### config.mk
export PLATFORM = sky130hd
export DESIGN_NAME = regfile_read_port
export DESIGN_NICKNAME = d
export VERILOG_FILES = /design/src/rtl/regfile_read_port_pkg.sv /design/src/rtl/regfile_read_port_rsp_fifo.sv /design/src/rtl/regfile_read_port.sv
export SDC_FILE = /design/constraint.sdc
export NUM_CORES = 1
export LEC_CHECK = 0
export BUFFER_PORTS_ARGS = -buffer_cell sky130_fd_sc_hd__buf_2
export CORE_AREA = 2 2 428 430
export DETAILED_ROUTE_END_ITERATION = 6
export DIE_AREA = 0 0 430 432
export GPL_TIMING_DRIVEN = 0
export PLACE_DENSITY = 0.31
export SLEW_MARGIN = 20
export SYNTH_ARGS = -nofsm -noshare
export SYNTH_HDL_FRONTEND = slang
export SYNTH_SLANG_ARGS = --single-unit
### constraint.sdc
create_clock -name clk -period 2.3 [get_ports clk]
set_input_delay 0.46 -clock clk [delete_from_list [all_inputs] [get_ports clk]]
set_output_delay 0.46 -clock clk [all_outputs]
set_load 0.005 [all_outputs]
### src/rtl/regfile_read_port_pkg.sv
// Shared register-bank geometry and the response entry layout for regfile_read_port.
// Used by the RTL and by the bench model.
package regfile_read_port_pkg;

    localparam int REG_WIDTH  = 32;
    localparam int REG_COUNT  = 32;
    localparam int REG_ADDR_W = 5;

    typedef struct packed {
        logic [REG_ADDR_W-1:0] addr;
        logic [REG_WIDTH-1:0]  data;
    } rsp_entry_t;

    // Address width for a bank of n registers, never narrower than one bit
    function automatic int addr_w(input int n);
        return (n > 1) ? $clog2(n) : 1;
    endfunction

endpackage

### src/rtl/regfile_read_port_rsp_fifo.sv
// Two-entry synchronous FIFO; head is a dedicated register, so the output holds its last value when empty.
// Push/pop same cycle keeps occupancy; push when full and pop when empty are ignored.
module regread_rsp_fifo #(
    parameter int DW = 37
) (
    input  logic          clk,
    input  logic          rst_n,
    input  logic          i_push,
    input  logic [DW-1:0] i_push_dat,
    input  logic          i_pop,
    output logic [DW-1:0] o_head_dat,
    output logic          o_full,
    output logic          o_empty
);

    logic [DW-1:0] r_mem [2];
    logic [DW-1:0] r_head;
    logic          r_wr_ptr;
    logic          r_rd_ptr;
    logic [1:0]    r_count;

    logic          w_push;
    logic          w_pop;

    assign o_full     = (r_count == 2'd2);
    assign o_empty    = (r_count == 2'd0);
    assign o_head_dat = r_head;

    assign w_push = i_push && !o_full;
    assign w_pop  = i_pop  && !o_empty;

    always_ff @(posedge clk or negedge rst_n) begin
        if (!rst_n) begin
            r_mem[0] <= '0;
            r_mem[1] <= '0;
            r_head   <= '0;
            r_wr_ptr <= 1'b0;
            r_rd_ptr <= 1'b0;
            r_count  <= 2'd0;
        end else begin
            if (w_push) begin
                r_mem[r_wr_ptr] <= i_push_dat;
                r_wr_ptr        <= ~r_wr_ptr;
            end
            if (w_pop) begin
                r_rd_ptr <= ~r_rd_ptr;
            end
            case ({w_push, w_pop})
                2'b10:   r_count <= r_count + 2'd1;
                2'b01:   r_count <= r_count - 2'd1;
                default: r_count <= r_count;
            endcase
            // Head follows the oldest surviving entry; an incoming word only lands
            // here when it becomes the oldest in the same cycle.
            if (w_pop && (r_count == 2'd2)) begin
                r_head <= r_mem[~r_rd_ptr];
            end else if (w_push && ((r_count == 2'd0) || (w_pop && (r_count == 2'd1)))) begin
                r_head <= i_push_dat;
            end
        end
    end

endmodule

### src/rtl/regfile_read_port.sv
// Register read port: request handshake -> bank read (reg0 = 0, optional write bypass under REGREAD_BYPASS_EN) -> 2-entry response FIFO.
// One-cycle latency, one read per cycle; req_ready = !full from registered state, so rsp_ready never reaches req_ready combinationally.
module regfile_read_port
    import regfile_read_port_pkg::*;
#(
    parameter int WIDTH = REG_WIDTH,
    parameter int NREGS = REG_COUNT,
    localparam int AW   = addr_w(NREGS)
) (
    input  logic                   clk,
    input  logic                   rst_n,
    input  logic [WIDTH*NREGS-1:0] regs_flat,
    input  logic                   wr_en,
    input  logic [AW-1:0]          wr_addr,
    input  logic [WIDTH-1:0]       wr_data,
    input  logic                   req_valid,
    output logic                   req_ready,
    input  logic [AW-1:0]          req_addr,
    output logic                   rsp_valid,
    input  logic                   rsp_ready,
    output logic [WIDTH-1:0]       rsp_data,
    output logic [AW-1:0]          rsp_addr
);

    localparam int EW = AW + WIDTH;

    logic [WIDTH-1:0] w_rd_data;
    logic [EW-1:0]    w_head;
    logic             w_full;
    logic             w_empty;
    logic             w_push;
    logic             w_pop;

    // Loop starts at 1 so register 0 and out-of-range addresses fall through to zero.
    always_comb begin
        w_rd_data = '0;
        for (int i = 1; i < NREGS; i++) begin
            if (req_addr == AW'(i)) begin
                w_rd_data = regs_flat[i*WIDTH +: WIDTH];
            end
        end
`ifdef REGREAD_BYPASS_EN
        if (wr_en && (wr_addr == req_addr) && (wr_addr != '0) &&
            ({1'b0, req_addr} < (AW+1)'(NREGS))) begin
            w_rd_data = wr_data;
        end
`endif
    end

`ifndef REGREAD_BYPASS_EN
    logic w_unused_wr;
    assign w_unused_wr = ^{wr_en, wr_addr, wr_data};
`endif

    assign req_ready = !w_full;
    assign rsp_valid = !w_empty;
    assign w_push    = req_valid && req_ready;
    assign w_pop     = rsp_valid && rsp_ready;

    regread_rsp_fifo #(
        .DW (EW)
    ) u_rsp_fifo (
        .clk        (clk),
        .rst_n      (rst_n),
        .i_push     (w_push),
        .i_push_dat ({req_addr, w_rd_data}),
        .i_pop      (w_pop),
        .o_head_dat (w_head),
        .o_full     (w_full),
        .o_empty    (w_empty)
    );

    assign {rsp_addr, rsp_data} = w_head;

endmodule

Word level (Yosys, flattened, before mapping)
Cells that the tools add are included.
Cells by class
  $add $sub $neg: 2
  multipliers: 0
  divide/modulo/power cells: 0
  order comparisons: 3
  equality and inequality tests: 35
  shifts and indexed selects: 0
  mux-type cells: 40
  bitwise logic cells: 4
  reductions and logical operators: 14
Operator list (number)
  $mux W32: 31
  $mux W37: 6
  $eq A5 B5 Y1 const B: 16
  $bwmux W74: 1
  $eq A5 B4 Y1 const B: 8
  $demux W37 S1: 1
  $eq A5 B3 Y1 const B: 4
  $eq A5 B2 Y1 const B: 2
  $logic_and A1 B1 Y1: 8
  $eq A5 B1 Y1 const B: 1
  $eq A2 B1 Y1 const B: 2
  $eq A2 B2 Y1 const B: 2
  $ge A2 B2 Y1 const B: 2
  $not A1 Y2: 2
  $pmux W2 S2: 1
  $reduce_bool A2 Y1: 2
  $add A2 B1 Y2 const B: 1
  $logic_not A1 Y1: 2
  $logic_not A2 Y1: 1
  $lt A2 B1 Y1 const B: 1
  $not A1 Y1: 2
  $sub A2 B1 Y2 const B: 1
  $logic_or A1 B1 Y1: 1
Word-level totals
  register bits after elaboration: 115
  latch bits: 0
  RAM bits: 0
  ROM bits: 0
  output and inout port bits: 39
  logic and storage cells: 104
  memories kept: 0

Longest topological paths before layout
  depth in word-level cells: 34
  gate-level depth with buffers: 13
  gate-level depth less buffers: 9

By module
A second synthesis with hierarchy kept.
Unflattened totals
  cells, all modules: 1721
  area total of the unflattened synthesis: 14058.5 µm²
By module, submodules not included
  regfile_read_port: times used 1, cells each 1378, area each 9146.3 µm²
  regread_rsp_fifo: times used 1, cells each 343, area each 4912.2 µm²

Worst setup path after synthesis
OpenSTA, ideal clock, no wires.
  path kind: input port to flip-flop
  start: input req_addr[2]
  end: register u_rsp_fifo.r_head[27] (netlist: u_rsp_fifo.o_head_dat[27])
  setup time: 0.090 ns
  arrival time: 2.412 ns
  required time: 2.210 ns
  path slack: -0.202 ns
  stages on the path: 11
  path through: buf_2 and2_1 buf_2 nand3_1 buf_4 o22a_1 o221ai_1 or4_1 o22ai_1 o21ba_2 o221ai_1
On the way
  cells in the longest elaborated chain, start to end: 34
RTL lines
  start, declared: line regfile_read_port.sv:18  | input logic [AW-1:0] req_addr,
  $eq A5 B1 Y1: line regfile_read_port.sv:38  | if (req_addr == AW'(i)) begin
  $mux W32 (30 in series): line regfile_read_port.sv:38
  $mux W32 *: line regfile_read_port.sv:38
  $mux W37 *: line regfile_read_port_rsp_fifo.sv:57  | end else if (w_push && ((r_count == 2'd0) || (w_pop && (r_count == 2'd1)))) begin
  $mux W37 *: line regfile_read_port_rsp_fifo.sv:55  | if (w_pop && (r_count == 2'd2)) begin
  end signal, assigned: line regfile_read_port_rsp_fifo.sv:56  | r_head <= r_mem[~r_rd_ptr];
  end signal, assigned: line regfile_read_port_rsp_fifo.sv:58  | r_head <= i_push_dat;
  end, declared: line regfile_read_port_rsp_fifo.sv:17  | logic [DW-1:0] r_head;
Every way passes the cells marked *; elsewhere a longest branch is shown, timed or not. The select of a mux whose other input is x is not followed.
A chain may end at the register's enable or synchronous reset.

Worst setup path after layout
  start: input req_addr[2]
  end: register u_rsp_fifo.r_head[14] (netlist: u_rsp_fifo.o_head_dat[14])
Same word-level chain as after synthesis.

==> out/qor.txt <==
SETUP PATH
----------------------------------------------------------------------------------------
Critical path class .......................................................       in2reg
Critical Path RT ..........................................................      2600 ps
Data arrival time of the critical path ....................................      3240 ps
Largest driver fanout on the critical path ................................           10
Type of origin of the critical path ....................................... primary input
Depth of the most critical reg-to-reg path ................................            9
CP max stage cell .........................................................     o211ai_1
Cell breakdown of the critical path ....................................... buf_8 -> buf_12 -> clkbuf_16 -> buf_6 -> buf_4 -> o21ai_2 -> a32oi_2 -> nand3_2 -> a21o_1 -> o211ai_1 -> a21oi_4 -> a221o_1
Largest incremental delay on the critical path ............................       510 ps
Category of the worst setup path capture point ............................         flop

FINAL LAYOUT
----------------------------------------------------------------------------------------
P&R area growth vs syn ....................................................         122%
Ratio of cells with drive above 1 in the final layout .....................        61.6%
Area taken by flip-flops and latches ......................................    2880 um^2
Area occupied by multi-input gates ........................................   13500 um^2
Final instance count without filler cells .................................         5627
Nets@finish ...............................................................         4262
Fill cells ................................................................        20743

TIMING
----------------------------------------------------------------------------------------
Final Critical Period .....................................................      2940 ps
Achievable clock frequency ................................................      340 MHz
Setup repair after global routing missed its margin .......................         true
Relative slew slack .......................................................        27.8%
Part of the cycle the worst path needs ....................................         128%
Number of hold violations in the final report .............................            0
Clk_skew ..................................................................      8.83 ps
Transition time of the tightest slew-check pin ............................      1080 ps
Final count of negative-setup-slack endpoints .............................           95
Setup WS post-layout ......................................................      -642 ps
Max Slew Vio Count ........................................................            0

DIE
----------------------------------------------------------------------------------------
Starting Density ..........................................................        7.45%
Y dimension of the die ....................................................       432 um
Die boundary width ........................................................       430 um
I/O pin count .............................................................         1110
Die area ..................................................................  186000 um^2
Std-Cell Rows .............................................................          157
Area of the core ..........................................................  182000 um^2

POWER
----------------------------------------------------------------------------------------
Share of power burned in combinational logic ..............................        59.3%
Leakage dissipation .......................................................      12.3 nW
Pwr Total .................................................................      15.3 mW
Net load switching power ..................................................      6.93 mW
Internal power ............................................................      8.39 mW
Sequential cell fraction of total power ...................................        23.4%
Worst-case vdd ir drop ....................................................     0.415 mV
Power Dens Cells ..........................................................  511 nW/um^2
Switching Fraction ........................................................        45.3%
Clock share of power ......................................................        17.3%

ROUTING
----------------------------------------------------------------------------------------
Count of antenna-violating nets left after detailed routing ...............            0
Number of search-and-repair iterations in the first detailed-routing pass .            7
Post-DR wirelength/cell ...................................................      39.5 um
Via total after detailed routing ..........................................        24301
Via-per-instance ratio ....................................................         4.32
Number of violations reported at the end of detailed-routing iteration 0 ..         2008
DRC errors left ...........................................................            0
Total wire length .........................................................    222000 um

JOB
----------------------------------------------------------------------------------------
MaxCap Viol Count .........................................................            0

YOSYS
----------------------------------------------------------------------------------------
Post-Synth Simple-Gate Area ...............................................        20.3%
Combinational family with the most area after synthesis ................... compound AO/OA/AOI/OAI gates
Register bit count reported by yosys ......................................          115
Synthesized netlist net count .............................................         2981
Seq/Total Area, Yosys .....................................................        21.3%
Share of synthesized area spent on multiplexers ...........................        4.57%
Number of unique standard cell types used by synthesis ....................           79
Share of synthesized flip-flops with an asynchronous set or reset .........         100%
Ranking of synthesized cells by area ...................................... dfrtp_1, o21ai_0, o22ai_1, a21oi_1, nand2_1
Number of warning messages in the yosys log ...............................            0
Number of synthesized flops with an enable pin ............................            0
Fraction of the mapped netlist area in adder cells ........................       0.444%
Parity-gate share of the synthesized area counting xor and xnor cells .....       0.194%
Cell taking the most area after synthesis .................................      dfrtp_1
Summed instance area of the synthesized netlist ...........................   13500 um^2
Most instantiated flip-flop cell in the synthesis netlist .................      dfrtp_1
Synthesized instance count ................................................         1906
Synth Area in Compound Gates ..............................................        46.9%
Avg Cell Area, Syn ........................................................    7.10 um^2
Top cell type's share of synthesized area .................................        21.3%

CLOCK NETWORK
----------------------------------------------------------------------------------------
Skew-Pair Late Insertion Delay ............................................       430 ps
Clock-pin transition on the worst setup and hold timing paths .............        60 ps
Number of levels in the clock H-tree ......................................            4
Maximum clock path buffer count ...........................................            2
Buffer type at the clock tree root ........................................    clkbuf_16
CTS buffer count ..........................................................           17
TritonCTS clock tree ......................................................         done
Number of clock sinks .....................................................          115

PLACEMENT
----------------------------------------------------------------------------------------
Placed wire-length estimate ...............................................    193000 um
Routability Congestion ....................................................        0.925
Total of buffers placed on input and output ports .........................         1039
Total placed cells including tap cells ....................................         5355

RUN STATUS
----------------------------------------------------------------------------------------
Violations in the final reports ........................................... negative setup slack
Result of the run ......................................................... complete, but fails checks

GLOBAL ROUTING
----------------------------------------------------------------------------------------
Met3 routing resource usage after global routing ..........................        5.17%
Busiest metal layer after global routing ..................................         met2
Grt ovf ...................................................................            0
Met1 GRT Util .............................................................        28.7%
Met2 Resource Use GR ......................................................        38.1%
Vias in the first global route ............................................        23537
Global Route Usage Sum ....................................................        22.6%
Global-route wire length before repair ....................................    269000 um
Pin count of the biggest net entering global routing ......................           65
Number of antenna violations at the first check in global routing .........          162

WORST HOLD PATH
----------------------------------------------------------------------------------------
Depth of the worst hold-timing path .......................................            3
Class of the worst hold path ..............................................       in2reg

power by group through the flow:
| stage | clock, mW | combinational (mW) | sequential [mW] |
|---|---|---|---|
| global route | 2.78 | 9.65 | 3.71 |
| detailed placement | 0 | 7.54 | 3.60 |
| finish | 2.64 | 9.09 | 3.59 |
| global placement | 0 | 7.43 | 3.58 |
| floorplan | 0 | 3.31 | 3.46 |
| CTS | 2.71 | 8.40 | 3.57 |
cells in the final DEF, fill, tap and decap left out, types with 33 or more instances in the layout:
master    netlist  final
nand2_1       190    160
dfrtp_1       115    115
buf_12          0     69
buf_6           1     72
a31oi_1        47     38
a21oi_1       146     93
nor2_4          3     33
o22ai_1       119     72
diode_2         0     44
mux2i_1        37     35
a22oi_2         0     35
o221ai_1       51     35
o21ai_0       224    151
buf_4          11    140
a22oi_1        94     59
nor2_1        157    115
buf_2          62   1045
o21ai_2         0     35
registers in the layout, indices dropped and copies added (netlist names):
name                   flops
u_rsp_fifo.r_mem          74
u_rsp_fifo.r_wr_ptr        1
u_rsp_fifo.o_head_dat     37
u_rsp_fifo.r_count         2
u_rsp_fifo.r_rd_ptr        1
routing by layer:
layer,routed length [um],share of wire [%],vias to the layer above
met5,610,0.27,-
met4,9340,4.2,94
met3,17300,7.8,407
met2,103000,47,1434
met1,91600,41,12229
li1,-,-,10137
final timing paths:
kind | endpoint | slack, ps | startpoint
max reg2reg | u_rsp_fifo.o_head_dat[20] | -180 | u_rsp_fifo.r_count[0]
max in group asynchronous | u_rsp_fifo.r_mem[48] | 960 | rst_n
min in group asynchronous | u_rsp_fifo.o_head_dat[5] | 610 | rst_n
min reg2reg | u_rsp_fifo.r_mem[70] | 480 | u_rsp_fifo.r_mem[70]
min | u_rsp_fifo.r_mem[42] | 340 | regs_flat[997]
max | u_rsp_fifo.o_head_dat[14] | -640 | req_addr[2]
through the flow:
step / utilization (%) / hold WS [ps] / cell area, um^2 / TNS, ps / setup WS, ps
4_1_cts: 14.8 / 325 / 26900 / -51220 / -683
2_1_floorplan: - / 164 / 13900 / -2480 / -159
3_5_place_dp: 12.4 / 432 / 22500 / -245810 / -2910
3_3_place_gp: 12.1 / 461 / 22100 / -464120 / -5280
6_report: 16.5 / 338 / 30000 / -38730 / -642
5_1_grt: 16.5 / 337 / 29900 / -43010 / -625
synthesized netlist by cell type (all sizes together) (37+ instances only):
master	number
a22oi	94
a21oi	146
clkbuf	98
o221ai	51
buf	83
a31oi	47
dfrtp	115
o21ai	239
nand3	43
nand2	191
mux2i	37
nor2	163
a211oi	38
nor3	40
o22ai	119
worst max-delay path, delay by kind of cell:
family,cells,cell delay [ps]
AO/OA/AOI/OAI,6,1710
buffers and inverters,5,830
AND/OR/NAND/NOR,1,210
cell families (layout without fill, tap and decap cells):
group	after synthesis	after routing
compound gates	955	955
simple gates	572	572
buf+inv	197	1489
flops	115	115
mux	59	59
fa+ha+maj	5	5
xor+xnor	3	3
other cells	0	44
what timing repair did:
action                     in CTS  in global routing
setup buffers                  97                 94
setup endpoints to repair     107                108
cloned                          7                  8
hold buffers                    1                  0
gates resized for setup       645                516
hold endpoints to repair       51                  0
pin swaps                      90                161
area by class of cell:
type | count | share of cell area [%]
timing repair buffer | 1266 | 26.4
multi-input combinational | 1594 | 44.9
sequential | 115 | 9.60
clock buffer | 20 | 1.52
inverter | 16 | 0.213
antenna | 44 | 0.367
buffer | 177 | 6.68
tap | 2385 | 9.95
clock inverter | 10 | 0.367
(Power assumes the default switching activity.)
